### config.mk
export PLATFORM = sky130hd
export DESIGN_NAME = adc_serial_ctrl_flat
export DESIGN_NICKNAME = d
export VERILOG_FILES = /design/src/rtl/adc_ctrl_pkg.sv /design/src/rtl/adc_serial_ctrl_if.sv /design/src/rtl/adc_sclk_prescaler.sv /design/src/rtl/adc_serial_ctrl.sv /design/src/flat_wrapper.sv
export SDC_FILE = /design/constraint.sdc
export NUM_CORES = 1
export LEC_CHECK = 0
export ABC_AREA = 1
export CAP_MARGIN = 25
export CORE_MARGIN = 3
export CORE_UTILIZATION = 30
export CTS_BUF_LIST = sky130_fd_sc_hd__clkbuf_8
export CTS_CLUSTER_DIAMETER = 120
export DETAILED_ROUTE_END_ITERATION = 12
export DONT_BUFFER_PORTS = 1
export GPL_ROUTABILITY_DRIVEN = 0
export GPL_TIMING_DRIVEN = 0
export PLACE_DENSITY = 0.57
export SLEW_MARGIN = 15
export SYNTH_ARGS = -nofsm -noshare
export SYNTH_HDL_FRONTEND = slang
export SYNTH_SLANG_ARGS = --single-unit
### constraint.sdc
create_clock -name CLK -period 1.6 [get_ports CLK]
set_clock_uncertainty 0.15 [all_clocks]
set_input_delay 0.08 -clock CLK [delete_from_list [all_inputs] [get_ports CLK]]
set_output_delay 0.08 -clock CLK [all_outputs]
set_load 0.01 [all_outputs]
### src/rtl/adc_ctrl_pkg.sv
// adc_ctrl_pkg: shared state type, frame constants and command-word builder for the serial ADC controller
package adc_ctrl_pkg;
  localparam int FRAME_BITS = 16;
  localparam int DATA_BITS = 12;
  typedef enum logic [1:0] {IDLE, SETUP, SHIFT, GAP} state_e;
  function automatic logic [FRAME_BITS-1:0] cmd_word(input logic [2:0] ch);
    return {1'b1, ch, {(FRAME_BITS-4){1'b0}}};
  endfunction
endpackage

### src/rtl/adc_serial_ctrl_if.sv
// adc_serial_ctrl_if: CPU request/result handshake plus ADC pin bundle
interface adc_serial_ctrl_if;
  import adc_ctrl_pkg::*;
  logic START;
  logic [2:0] CH;
  logic BUSY;
  logic DONE;
  logic [DATA_BITS-1:0] DATA;
  logic ADC_CS_N;
  logic ADC_SCLK;
  logic ADC_DIN;
  logic ADC_DOUT;
  modport slave(input START, CH, ADC_DOUT, output BUSY, DONE, DATA, ADC_CS_N, ADC_SCLK, ADC_DIN);
  modport master(output START, CH, ADC_DOUT, input BUSY, DONE, DATA, ADC_CS_N, ADC_SCLK, ADC_DIN);
endinterface

### src/rtl/adc_sclk_prescaler.sv
// adc_sclk_prescaler: half-period tick generator for the ADC serial clock
module adc_sclk_prescaler #(
  parameter int HALF_DIV = 25
) (
  input  logic CLK,
  input  logic RST,
  input  logic CLR,
  input  logic ENA,
  output logic TICK
);
  localparam int CW = $clog2(HALF_DIV);
  logic [CW-1:0] cnt_q, cnt_d;
  always_comb begin
    TICK = ENA && (cnt_q == CW'(HALF_DIV - 1));
    cnt_d = CLR ? '0 : !ENA ? cnt_q : TICK ? '0 : cnt_q + 1'b1;
  end
  always_ff @(posedge CLK) begin
    if (RST) cnt_q <= '0;
    else cnt_q <= cnt_d;
  end
endmodule

### src/rtl/adc_serial_ctrl.sv
// adc_serial_ctrl: runs one 16-bit SPI conversion frame on the serial ADC per accepted START
module adc_serial_ctrl
  import adc_ctrl_pkg::*;
#(
  parameter int HALF_DIV = 25
) (
  input logic CLK,
  input logic RST,
  adc_serial_ctrl_if.slave bus
);
  state_e state_q, state_d;
  logic [FRAME_BITS-1:0] tx_q, tx_d, rx_q, rx_d, cmd;
  logic [4:0] bit_q, bit_d;
  logic [DATA_BITS-1:0] data_q, data_d;
  logic busy_q, busy_d, done_q, done_d, cs_n_q, cs_n_d, sclk_q, sclk_d, din_q, din_d;
  logic tick;
  adc_sclk_prescaler #(.HALF_DIV(HALF_DIV)) u_presc (
    .CLK(CLK),
    .RST(RST),
    .CLR(state_q == IDLE),
    .ENA(state_q != IDLE),
    .TICK(tick)
  );
  always_comb begin
    state_d = state_q;
    tx_d = tx_q;
    rx_d = rx_q;
    bit_d = bit_q;
    data_d = data_q;
    busy_d = busy_q;
    done_d = 1'b0;
    cs_n_d = cs_n_q;
    sclk_d = sclk_q;
    din_d = din_q;
    cmd = cmd_word(bus.CH);
    case (state_q)
      IDLE: if (bus.START) begin
        state_d = SETUP;
        tx_d = {cmd[FRAME_BITS-2:0], 1'b0};
        din_d = cmd[FRAME_BITS-1];
        cs_n_d = 1'b0;
        busy_d = 1'b1;
      end
      SETUP: begin
        bit_d = '0;
        state_d = tick ? SHIFT : SETUP;
      end
      SHIFT: if (tick) begin
        sclk_d = !sclk_q;
        // ADC drives on falling SCLK, so sample on our rising half and update DIN on the falling one
        if (!sclk_q) rx_d = {rx_q[FRAME_BITS-2:0], bus.ADC_DOUT};
        else begin
          bit_d = bit_q + 1'b1;
          din_d = tx_q[FRAME_BITS-1];
          tx_d = {tx_q[FRAME_BITS-2:0], 1'b0};
          if (bit_q == 5'(FRAME_BITS - 1)) begin
            state_d = GAP;
            cs_n_d = 1'b1;
            din_d = 1'b0;
          end
        end
      end
      GAP: if (tick) begin
        state_d = IDLE;
        data_d = rx_q[FRAME_BITS-1 -: DATA_BITS];
        done_d = 1'b1;
        busy_d = 1'b0;
      end
      default: state_d = IDLE;
    endcase
  end
  always_ff @(posedge CLK) begin
    if (RST) begin
      state_q <= IDLE;
      tx_q <= '0;
      rx_q <= '0;
      bit_q <= '0;
      data_q <= '0;
      busy_q <= 1'b0;
      done_q <= 1'b0;
      cs_n_q <= 1'b1;
      sclk_q <= 1'b0;
      din_q <= 1'b0;
    end else begin
      state_q <= state_d;
      tx_q <= tx_d;
      rx_q <= rx_d;
      bit_q <= bit_d;
      data_q <= data_d;
      busy_q <= busy_d;
      done_q <= done_d;
      cs_n_q <= cs_n_d;
      sclk_q <= sclk_d;
      din_q <= din_d;
    end
  end
  assign bus.BUSY = busy_q;
  assign bus.DONE = done_q;
  assign bus.DATA = data_q;
  assign bus.ADC_CS_N = cs_n_q;
  assign bus.ADC_SCLK = sclk_q;
  assign bus.ADC_DIN = din_q;
endmodule

### src/flat_wrapper.sv
// flat-port wrapper written by rule: the top's interface ports become plain ports
module adc_serial_ctrl_flat import adc_ctrl_pkg::*;
#(
  parameter int HALF_DIV = 25
)
  (CLK, RST, bus_START, bus_CH, bus_ADC_DOUT, bus_BUSY, bus_DONE, bus_DATA, bus_ADC_CS_N, bus_ADC_SCLK, bus_ADC_DIN);
  adc_serial_ctrl_if bus_i ();
  input logic CLK;
  input logic RST;
  input wire logic [$bits(bus_i.START)-1:0] bus_START;
  input wire logic [$bits(bus_i.CH)-1:0] bus_CH;
  input wire logic [$bits(bus_i.ADC_DOUT)-1:0] bus_ADC_DOUT;
  output wire logic [$bits(bus_i.BUSY)-1:0] bus_BUSY;
  output wire logic [$bits(bus_i.DONE)-1:0] bus_DONE;
  output wire logic [$bits(bus_i.DATA)-1:0] bus_DATA;
  output wire logic [$bits(bus_i.ADC_CS_N)-1:0] bus_ADC_CS_N;
  output wire logic [$bits(bus_i.ADC_SCLK)-1:0] bus_ADC_SCLK;
  output wire logic [$bits(bus_i.ADC_DIN)-1:0] bus_ADC_DIN;
  assign bus_i.START = bus_START;
  assign bus_i.CH = bus_CH;
  assign bus_i.ADC_DOUT = bus_ADC_DOUT;
  assign bus_BUSY = bus_i.BUSY;
  assign bus_DONE = bus_i.DONE;
  assign bus_DATA = bus_i.DATA;
  assign bus_ADC_CS_N = bus_i.ADC_CS_N;
  assign bus_ADC_SCLK = bus_i.ADC_SCLK;
  assign bus_ADC_DIN = bus_i.ADC_DIN;
  adc_serial_ctrl #(.HALF_DIV(HALF_DIV)) u_core (.CLK(CLK), .RST(RST), .bus(bus_i));
endmodule
# == After elaboration in Yosys (flattened, before gate mapping) ==
# Cells that the tools add are included.
# op_classes
add_sub_neg,2
muxes,28
n_bitwise,2
eq_ne,10
reduce_logical,17
# ops
cell,n
2-to-1 mux 16 bit,3
case mux 16 bit (2 select lines),1
2-to-1 mux 5 bit,3
2-to-1 mux 2 bit,6
adder 5 x 1 -> 5 bit (second input constant),2
2-to-1 mux 1 bit,10
case mux 5 bit (2 select lines),1
AND reduction 5 bit,2
AND reduction 3 bit,3
!= test 2 x 1 -> 1 bit (second input constant),4
case mux 2 bit (4 select lines),1
nonzero test 2 bit,4
case mux 1 bit (2 select lines),3
== test 5 x 4 -> 1 bit (second input constant),1
== test 5 bit (second input constant),1
== test 2 bit (second input constant),2
AND reduction 2 bit,2
AND reduction 4 bit,1
OR reduction 2 bit,2
== test 2 x 1 -> 1 bit (second input constant),1
logical NOT 2 bit,1
!= test 2 bit (second input constant),1
inverter 1 bit,2
logical AND 1 bit,1
logical NOT 1 bit,1
# word_totals
ff_bits,61
wordCells,70

# == Depth between registers and ports, before layout ==
# Gate-level depths: netlist of run 1.
# depth
depth_word,5
ltp_mapped,12
depth_no_buf,12

# == Hierarchy ==
# From an unflattened synthesis of run 1, not the netlist that was laid out.
# unflattened
cells_unflattened,275
hier_area_um2,2072.0
# by_module_without_submodules
module,area_each_um2,seq_area_each_um2,cells_each,n_inst
adc_serial_ctrl,1786.7,860.8,233,1
adc_sclk_prescaler,285.3,100.1,42,1

# == Worst setup path after synthesis of run 1 ==
# Ideal clock, no wire load.
# synth_path
path_kind,register -> register
start,register u_core.u_presc.cnt_q[0]
end,register u_core.rx_q[12]
path_stages_with_launch,11
arrival_time_ns,1.338
required_time_ns,1.337
slack_ns,-0.001
cell_sequence,dfxtp_1 inv_1 ha_1 nand2_1 inv_1 nand2_4 nor3_4 inv_4 buf_6 o21ai_1 nor2_1
# synth_via
elab_chain_cells,3
# synth_rtl
element,line_no,text
from (decl),adc_sclk_prescaler.sv:12,"logic [CW-1:0] cnt_q, cnt_d;"
from (signal assigned),adc_sclk_prescaler.sv:19,else cnt_q <= cnt_d;
== test 5 bit,adc_sclk_prescaler.sv:14,TICK = ENA && (cnt_q == CW'(HALF_DIV - 1));
logical AND 1 bit,adc_sclk_prescaler.sv:14,
AND reduction 3 bit (no line),n/a,
to (signal assigned),adc_serial_ctrl.sv:87,rx_q <= rx_d;
to (decl),adc_serial_ctrl.sv:12,"logic [FRAME_BITS-1:0] tx_q, tx_d, rx_q, rx_d, cmd;"
# Every way passes these cells.
# A chain may end at the register's enable or synchronous reset.

# == Final worst setup path of run 1 ==
# layout_path
start,register u_core.u_presc.cnt_q[1]
end,register u_core.rx_q[11]
# The elaborated chain is that of the path after synthesis.

==> impl_metrics.xml, run 1 <==
<?xml version="1.0" encoding="UTF-8"?>
<metrics>
  <group name="yosys">
    <metric name="synth_most_common_cell" unit="">sky130_fd_sc_hd__nor2_1</metric>
    <metric name="synth_seq_area_share" unit="%">48.9</metric>
    <metric name="postSynthRegisterBits" unit="">48</metric>
    <metric name="ys_warn_count" unit="">0</metric>
    <metric name="number_of_enable_flip_flop_cells_after_synthesis" unit="">0</metric>
    <metric name="ys_dominant_reg_cell" unit="">sky130_fd_sc_hd__dfxtp_1</metric>
    <metric name="synthesis.nets" unit="">271</metric>
    <metric name="synth.distinct_cells" unit="">27</metric>
    <metric name="yosysTopAreaCellShare" unit="%">48.9</metric>
    <metric name="syn-mean-instance-area" unit="sq um">7.56</metric>
    <metric name="synth.cells.most_frequent" unit="">sky130_fd_sc_hd__nor2_1, sky130_fd_sc_hd__dfxtp_1, sky130_fd_sc_hd__nand2_1</metric>
    <metric name="synth_cells" unit="">260</metric>
    <metric name="async_flop_share" unit="%">0</metric>
    <metric name="synth.top_cells.by_area" unit="">sky130_fd_sc_hd__dfxtp_1, sky130_fd_sc_hd__nor2_1, sky130_fd_sc_hd__nand2_1</metric>
    <metric name="netlist.top_cell.by_area" unit="">sky130_fd_sc_hd__dfxtp_1</metric>
    <metric name="mappedNetlistArea" unit="sq um">1970</metric>
  </group>
  <group name="worst_setup_path">
    <metric name="crit_chain" unit="">inv_2, ha_4, nand2_2, inv_2, nand2_4, nor3_4, inv_4, buf_6, o21ai_2, nor2_1</metric>
    <metric name="worst-path-stages" unit="">10</metric>
    <metric name="cp_slowest_stage_delay" unit="ns">0.33</metric>
    <metric name="reg2reg_depth" unit="">10</metric>
    <metric name="crit_path_top_delay_cell" unit="">sky130_fd_sc_hd__dfxtp_2</metric>
    <metric name="path_delay_family" unit="">simple AND/OR/NAND/NOR gates</metric>
    <metric name="first_element_of_the_critical_path" unit="">u_core.u_presc.cnt_q[1]</metric>
    <metric name="worst_path_most_repeated_cell" unit="">sky130_fd_sc_hd__inv_2</metric>
    <metric name="critical_path.startpoint_type" unit="">flip-flop</metric>
    <metric name="cp.buffers_inverters" unit="">4</metric>
    <metric name="criticalPathCategory" unit="">reg2reg</metric>
    <metric name="reg2reg_from" unit="">u_core.u_presc.cnt_q[1]</metric>
    <metric name="critical_path_required" unit="ns">1.65</metric>
    <metric name="crit_path_max_fanout" unit="">6</metric>
    <metric name="critPathArrivalTime" unit="ns">1.70</metric>
    <metric name="end_kind" unit="">flip-flop</metric>
  </group>
  <group name="worst_hold_path">
    <metric name="holdCritPathClass" unit="">in2reg</metric>
    <metric name="worstHoldPathCells" unit="">2</metric>
    <metric name="hp-start" unit="">RST</metric>
  </group>
  <group name="timing">
    <metric name="period_share" unit="%">103</metric>
    <metric name="finalCriticalPeriod" unit="ns">1.65</metric>
    <metric name="worst-slew-pin-transition" unit="ns">0.561</metric>
    <metric name="unrepaired_setup_endpoints_after_global_routing" unit="">yes</metric>
    <metric name="report.final.slew_viol_count" unit="">0</metric>
    <metric name="clock.fmax" unit="MHz">607</metric>
    <metric name="tightest_hold_margin" unit="ns">0.0527</metric>
    <metric name="final-hold-violation-count" unit="">0</metric>
    <metric name="setup-violations-final" unit="">16</metric>
    <metric name="timing.slew.headroom" unit="%">62.6</metric>
    <metric name="postLayoutSetupSlackWorst" unit="ns">-0.0472</metric>
  </group>
  <group name="clock_tree">
    <metric name="clock_path_buffers" unit="">2</metric>
    <metric name="cts_root_buffer" unit="">sky130_fd_sc_hd__clkbuf_8</metric>
    <metric name="cts_sink_count" unit="">48</metric>
    <metric name="clk_pin_slew_worst_setup_hold_paths" unit="ns">0.09</metric>
    <metric name="clock_tree.htree_level_count" unit="">2</metric>
    <metric name="cts_inserted_buffers" unit="">5</metric>
    <metric name="tritoncts" unit="">done</metric>
    <metric name="worst_skew_pair.late_latency" unit="ns">0.30</metric>
  </group>
  <group name="power_and_ir_drop">
    <metric name="cellLeakagePower" unit="uW">0.00102</metric>
    <metric name="irDropWorstVdd" unit="mV">0.461</metric>
    <metric name="cellPowerDensity" unit="nW/um^2">868</metric>
    <metric name="power" unit="uW">2230</metric>
  </group>
  <group name="cells_and_area">
    <metric name="num-nets-final" unit="">301</metric>
    <metric name="post_route_cells_drive_above_1_share" unit="%">30.9</metric>
    <metric name="nFillCells" unit="">619</metric>
    <metric name="signed_area_change_from_the_synthesized_netlist_to_the_final_layout" unit="%">30.6</metric>
    <metric name="finish.utilization" unit="%">41.9</metric>
    <metric name="antenna_cells" unit="">0</metric>
    <metric name="finish.instance_area" unit="sq um">2570</metric>
  </group>
  <group name="placement">
    <metric name="placedInstanceArea" unit="sq um">2060</metric>
    <metric name="placement.io_buffers" unit="">0</metric>
    <metric name="detailedPlacementHpwl" unit="um">3000</metric>
  </group>
  <group name="route">
    <metric name="totalWireLength" unit="um">4750</metric>
    <metric name="viasPerCell" unit="">4.74</metric>
    <metric name="drtPass1Iterations" unit="">4</metric>
    <metric name="route.detailed.wl_per_inst" unit="um">13.0</metric>
    <metric name="drcViolationCount" unit="">0</metric>
    <metric name="drt_antenna_net_count" unit="">0</metric>
    <metric name="starting_drt_drc_count" unit="">112</metric>
    <metric name="vias_post_dr" unit="">1736</metric>
  </group>
  <group name="global_route">
    <metric name="first_pass_grt_wire_length" unit="um">8090</metric>
    <metric name="grt_use_total" unit="%">13.5</metric>
    <metric name="grt_antenna_before_repair" unit="">0</metric>
    <metric name="gr-total-overflow" unit="">0</metric>
    <metric name="first_global_vias" unit="">1698</metric>
    <metric name="largest_net_degree_at_the_start_of_global_routing" unit="">15</metric>
  </group>
  <group name="die">
    <metric name="floorplan.io_pins" unit="">24</metric>
    <metric name="core_region_area" unit="sq um">6130</metric>
    <metric name="initial_utilization" unit="%">32.1</metric>
    <metric name="dieHeight" unit="um">86.9</metric>
    <metric name="std_cell_rows" unit="">28</metric>
    <metric name="fp.dieArea" unit="sq um">7560</metric>
    <metric name="floorplan.die.width" unit="um">86.9</metric>
  </group>
  <group name="run">
    <metric name="max_cap_viol_count" unit="">0</metric>
  </group>
  <group name="run_status">
    <metric name="run_status" unit="">finished, violations left</metric>
    <metric name="violations" unit="">negative setup slack</metric>
  </group>
</metrics>
## worst reg2reg max path: stages (launching register included)
cell and delay (ns):
sky130_fd_sc_hd__dfxtp_2 0.33, sky130_fd_sc_hd__inv_2 0.06, sky130_fd_sc_hd__ha_4 0.13, sky130_fd_sc_hd__nand2_2 0.05
sky130_fd_sc_hd__inv_2 0.07, sky130_fd_sc_hd__nand2_4 0.08, sky130_fd_sc_hd__nor3_4 0.25, sky130_fd_sc_hd__inv_4 0.10
sky130_fd_sc_hd__buf_6 0.15, sky130_fd_sc_hd__o21ai_2 0.11, sky130_fd_sc_hd__nor2_1 0.06
## cells by family after synthesis
family | after synthesis | synth area share, %
simple gates | 124 | 27.4
xor+xnor | 1 | 0.446
buf+inv | 35 | 7.96
fa+ha+maj | 4 | 2.55
flops | 48 | 48.9
compound gates | 48 | 12.8
## power by group
part           switching, uW  internal [uW]
Combinational           78.5           53.0
Sequential              17.8           1210
Clock                    408            458
Total                    504           1720
## sequential cells by signal, summed over array words and instances, names as in the netlist, named ones only
name / count
u_core.bit_q: 5
u_core.rx_q: 16
u_core.state_q: 1
u_core.u_presc.cnt_q: 5
u_core.bus.DONE: 1
u_core.bus.BUSY: 1
u_core.bus.ADC_SCLK: 1
u_core.bus.ADC_DIN: 1
u_core.tx_q: 3
u_core.bus.ADC_CS_N: 1
u_core.bus.DATA: 12
## repair_timing
item	4_1_cts	5_1_grt
resized for setup	40	37
setup endpoints to repair	38	38
gates cloned	2	0
hold endpoints to repair	13	0
buffers inserted	14	3
hold buffers	6	0
pin swaps	23	17
## through the flow
stage                     setup slack, ns  std cells  TNS, ns
after global routing               -0.142        366    -3.33
after global placement             -0.202        335    -5.43
final                             -0.0472        366   -0.353
after floorplan                    0.0249        260        0
after CTS                         -0.0892        365    -1.10
after detailed placement           -0.230        335    -6.07
## worst paths after layout
kind | to | slack (ns)
setup / recovery | u_core.rx_q[11] | -0.05
hold / removal | flip-flop | 0.05
setup reg to reg | u_core.rx_q[11] | -0.05
hold reg to reg | u_core.rx_q[5] | 0.33
## layout make-up
cell class	instances	area [sq um]	area share, %
Multi-Input combinational cell	177	1010	39.2
Clock inverter	3	38.8	1.51
Inverter	25	98.8	3.85
Sequential cell	48	967	37.7
Buffer	10	75.1	2.92
Tap cell	75	93.8	3.65
Clock buffer	5	68.8	2.68
Timing Repair Buffer	23	219	8.53
## cells in the final DEF (no fill, tap or decap), types with 2 or more instances in the layout
cell type                        n
sky130_fd_sc_hd__clkbuf_1        2
sky130_fd_sc_hd__clkbuf_8        5
sky130_fd_sc_hd__nand2_1        34
sky130_fd_sc_hd__inv_2           9
sky130_fd_sc_hd__o21ai_1         2
sky130_fd_sc_hd__nor2_1         48
sky130_fd_sc_hd__buf_6           5
sky130_fd_sc_hd__nand2_2         5
sky130_fd_sc_hd__nand2_4         5
sky130_fd_sc_hd__inv_1          15
sky130_fd_sc_hd__dfxtp_1        43
sky130_fd_sc_hd__o21ai_2        15
sky130_fd_sc_hd__o21ai_0         5
sky130_fd_sc_hd__buf_4          15
sky130_fd_sc_hd__dfxtp_2         5
sky130_fd_sc_hd__a21oi_1        19
sky130_fd_sc_hd__nor3_1          4
sky130_fd_sc_hd__a21oi_2         4
sky130_fd_sc_hd__inv_4           2
sky130_fd_sc_hd__ha_4            2
sky130_fd_sc_hd__nor2_4          2
sky130_fd_sc_hd__nand3_1        16
sky130_fd_sc_hd__dlygate4sd3_1   6
sky130_fd_sc_hd__clkbuf_2        2
sky130_fd_sc_hd__nor2_2          4
## routing by layer
layer	vias to the layer above	wire length, um	GRT usage, %
met5	-	0	0
li1	896	-	-
met1	798	2210	16.9
met3	10	178	3.50
met4	0	78	4.11
met2	32	2280	22.8
No activity file was read; power rests on OpenSTA's default activity.
==> inputs of run 2 (changes only) <==
--- a/config.mk
+++ b/config.mk
@@ -5,7 +5,6 @@
 export SDC_FILE = /design/constraint.sdc
 export NUM_CORES = 1
 export LEC_CHECK = 0
-export ABC_AREA = 1
 export CAP_MARGIN = 25
 export CORE_MARGIN = 3
 export CORE_UTILIZATION = 30
==> impl_metrics.xml, run 2 <==
<?xml version="1.0" encoding="UTF-8"?>
<metrics>
  <group name="run_status">
    <metric name="run_status" unit="">finished, violations left</metric>
    <metric name="violations" unit="">negative setup slack</metric>
  </group>
  <group name="yosys">
    <metric name="synth_seq_area_share" unit="%">45.4</metric>
    <metric name="ys_dominant_reg_cell" unit="">sky130_fd_sc_hd__dfxtp_1</metric>
    <metric name="postSynthRegisterBits" unit="">48</metric>
    <metric name="synth_most_common_cell" unit="">sky130_fd_sc_hd__dfxtp_1</metric>
    <metric name="syn-mean-instance-area" unit="sq um">9.16</metric>
    <metric name="mappedNetlistArea" unit="sq um">2120</metric>
    <metric name="async_flop_share" unit="%">0</metric>
    <metric name="netlist.top_cell.by_area" unit="">sky130_fd_sc_hd__dfxtp_1</metric>
    <metric name="synth.top_cells.by_area" unit="">sky130_fd_sc_hd__dfxtp_1, sky130_fd_sc_hd__nand2b_1, sky130_fd_sc_hd__mux2i_1</metric>
    <metric name="synthesis.nets" unit="">242</metric>
    <metric name="synth.cells.most_frequent" unit="">sky130_fd_sc_hd__dfxtp_1, sky130_fd_sc_hd__a21oi_1, sky130_fd_sc_hd__nand2b_1</metric>
    <metric name="yosysTopAreaCellShare" unit="%">45.4</metric>
    <metric name="synth.distinct_cells" unit="">39</metric>
    <metric name="number_of_enable_flip_flop_cells_after_synthesis" unit="">0</metric>
    <metric name="synth_cells" unit="">231</metric>
    <metric name="ys_warn_count" unit="">0</metric>
  </group>
  <group name="route">
    <metric name="vias_post_dr" unit="">1702</metric>
    <metric name="viasPerCell" unit="">4.93</metric>
    <metric name="drtPass1Iterations" unit="">4</metric>
    <metric name="drt_antenna_net_count" unit="">0</metric>
    <metric name="drcViolationCount" unit="">0</metric>
    <metric name="route.detailed.wl_per_inst" unit="um">13.7</metric>
    <metric name="starting_drt_drc_count" unit="">68</metric>
    <metric name="totalWireLength" unit="um">4740</metric>
  </group>
  <group name="worst_setup_path">
    <metric name="reg2reg_depth" unit="">5</metric>
    <metric name="critical_path_required" unit="ns">1.68</metric>
    <metric name="cp_slowest_stage_delay" unit="ns">0.52</metric>
    <metric name="crit_path_max_fanout" unit="">7</metric>
    <metric name="criticalPathCategory" unit="">reg2reg</metric>
    <metric name="end_kind" unit="">flip-flop</metric>
    <metric name="crit_chain" unit="">inv_2, ha_4, nand4b_4, or4_4, a221oi_2</metric>
    <metric name="reg2reg_slack" unit="ns">-0.09</metric>
    <metric name="critPathArrivalTime" unit="ns">1.77</metric>
    <metric name="crit_path_top_delay_cell" unit="">sky130_fd_sc_hd__or4_4</metric>
    <metric name="critical_path.startpoint_type" unit="">flip-flop</metric>
  </group>
  <group name="power_and_ir_drop">
    <metric name="cellPowerDensity" unit="nW/um^2">861</metric>
    <metric name="irDropWorstVdd" unit="mV">0.328</metric>
    <metric name="power" unit="uW">2240</metric>
    <metric name="cellLeakagePower" unit="uW">0.000819</metric>
  </group>
  <group name="timing">
    <metric name="worst-slew-pin-transition" unit="ns">0.589</metric>
    <metric name="postLayoutSetupSlackWorst" unit="ns">-0.0941</metric>
    <metric name="timing.slew.headroom" unit="%">60.7</metric>
    <metric name="setup-violations-final" unit="">4</metric>
    <metric name="report.final.slew_viol_count" unit="">0</metric>
    <metric name="finalCriticalPeriod" unit="ns">1.69</metric>
    <metric name="period_share" unit="%">106</metric>
    <metric name="unrepaired_setup_endpoints_after_global_routing" unit="">yes</metric>
    <metric name="clock.fmax" unit="MHz">590</metric>
    <metric name="final-hold-violation-count" unit="">0</metric>
    <metric name="tightest_hold_margin" unit="ns">0.106</metric>
  </group>
  <group name="worst_hold_path">
    <metric name="holdCritPathClass" unit="">in2reg</metric>
    <metric name="worstHoldPathCells" unit="">3</metric>
  </group>
  <group name="clock_tree">
    <metric name="clock_tree.htree_level_count" unit="">2</metric>
    <metric name="worst_skew_pair.late_latency" unit="ns">0.31</metric>
    <metric name="cts_root_buffer" unit="">sky130_fd_sc_hd__clkbuf_8</metric>
    <metric name="cts_sink_count" unit="">48</metric>
    <metric name="cts_inserted_buffers" unit="">5</metric>
    <metric name="tritoncts" unit="">done</metric>
    <metric name="clock_path_buffers" unit="">2</metric>
    <metric name="clk_pin_slew_worst_setup_hold_paths" unit="ns">0.10</metric>
  </group>
  <group name="cells_and_area">
    <metric name="signed_area_change_from_the_synthesized_netlist_to_the_final_layout" unit="%">23.2</metric>
    <metric name="antenna_cells" unit="">0</metric>
    <metric name="final_common_cell" unit="">sky130_fd_sc_hd__dfxtp_1</metric>
    <metric name="layout.cells.most_common_list" unit="">sky130_fd_sc_hd__dfxtp_1, sky130_fd_sc_hd__nand2b_1, sky130_fd_sc_hd__a21oi_1</metric>
    <metric name="ff_latch_area" unit="sq um">976</metric>
    <metric name="nFillCells" unit="">685</metric>
    <metric name="multi_input_area" unit="sq um">1140</metric>
    <metric name="largest_register_ffs" unit="">16</metric>
    <metric name="num-nets-final" unit="">262</metric>
    <metric name="registers.top_by_ff_count" unit="">u_core.rx_q</metric>
    <metric name="post_route_cells_drive_above_1_share" unit="%">22.2</metric>
  </group>
  <group name="global_route">
    <metric name="largest_net_degree_at_the_start_of_global_routing" unit="">17</metric>
    <metric name="grt_antenna_before_repair" unit="">0</metric>
    <metric name="first_global_vias" unit="">1609</metric>
    <metric name="gr-total-overflow" unit="">0</metric>
    <metric name="first_pass_grt_wire_length" unit="um">7970</metric>
    <metric name="grt_use_total" unit="%">11.8</metric>
  </group>
  <group name="run">
    <metric name="max_cap_viol_count" unit="">0</metric>
  </group>
  <group name="die">
    <metric name="floorplan.die.width" unit="um">90.0</metric>
    <metric name="floorplan.io_pins" unit="">24</metric>
    <metric name="initial_utilization" unit="%">32.0</metric>
    <metric name="core_region_area" unit="sq um">6600</metric>
    <metric name="dieHeight" unit="um">90.0</metric>
    <metric name="fp.dieArea" unit="sq um">8100</metric>
    <metric name="std_cell_rows" unit="">29</metric>
  </group>
  <group name="placement">
    <metric name="detailedPlacementHpwl" unit="um">3200</metric>
    <metric name="placement.io_buffers" unit="">0</metric>
  </group>
</metrics>
## run 2: what timing repair did
action                                  in CTS  in global routing
resized for setup                           17                 22
endpoints found under the setup margin      38                 37
endpoints found under the hold margin        6                  0
pin swaps                                    3                  7
buffers inserted                             6                  5
hold buffers                                 5                  0
## run 2: per-stage QoR
| stage | TNS (ns) | util (%) | setup slack, ns | cells | cell area [sq um] |
|---|---|---|---|---|---|
| 2_1_floorplan | 0 | - | 0.00557 | 231 | 2140 |
| 3_3_place_gp | -4.32 | 34.1 | -0.143 | 324 | 2250 |
| 3_5_place_dp | -4.51 | 34.1 | -0.155 | 324 | 2250 |
| 4_1_cts | -0.277 | 37.9 | -0.101 | 340 | 2500 |
| 5_1_grt | -1.25 | 39.5 | -0.147 | 345 | 2610 |
| 6_report | -0.208 | 39.5 | -0.0941 | 345 | 2610 |
## run 2: final timing paths
kind / from / end
worst max-delay path: u_core.u_presc.cnt_q[0] / u_core.bit_q[2]
worst min-delay path: RST / u_core.bus.DATA[3]
worst max register to register: u_core.u_presc.cnt_q[0] / u_core.bit_q[2]
worst min register to register: u_core.rx_q[3] / u_core.rx_q[4]
## run 2: layout make-up
type | count | area share [%]
Inverter | 7 | 1.06
Clock inverter | 3 | 1.82
Sequential cell | 48 | 37.4
Clock buffer | 5 | 2.64
Multi-Input combinational cell | 157 | 43.6
Buffer | 16 | 3.93
Timing Repair Buffer | 16 | 5.09
Tap cell | 93 | 4.46
## run 2: cell families after synthesis
kind of cell	synth area share (%)
adder cells (fa/ha/maj)	2.37
multiplexers	6.62
XOR/XNOR	1.24
AO/OA/AOI/OAI	17.4
AND/OR/NAND/NOR	21.5
flip-flops	45.4
buffers and inverters	5.38
## run 2: worst max-delay path: cells and delay by family (launching register included)
family	cells	cell delay [ns]
AOI/OAI and AO/OA	1	0.23
buffers and inverters	1	0.06
DFF	1	0.33
adders and majority gates	1	0.14
and+or+nand+nor	2	0.70
## run 2: layer usage
layer	vias up	global-route usage [%]	wire length [um]
li1	859	-	-
met1	809	16.3	2360
met2	28	17.6	2130
met3	6	3.67	212
met4	0	3.44	38
met5	-	0	0
## run 2: power by group
group / leakage, uW / internal, uW / switching (uW)
sequential: 0.000392 / 1210 / 17.4
combinational: 0.000368 / 49.1 / 58.7
clock: 0.0000583 / 471 / 442
total: 0.000819 / 1730 / 518
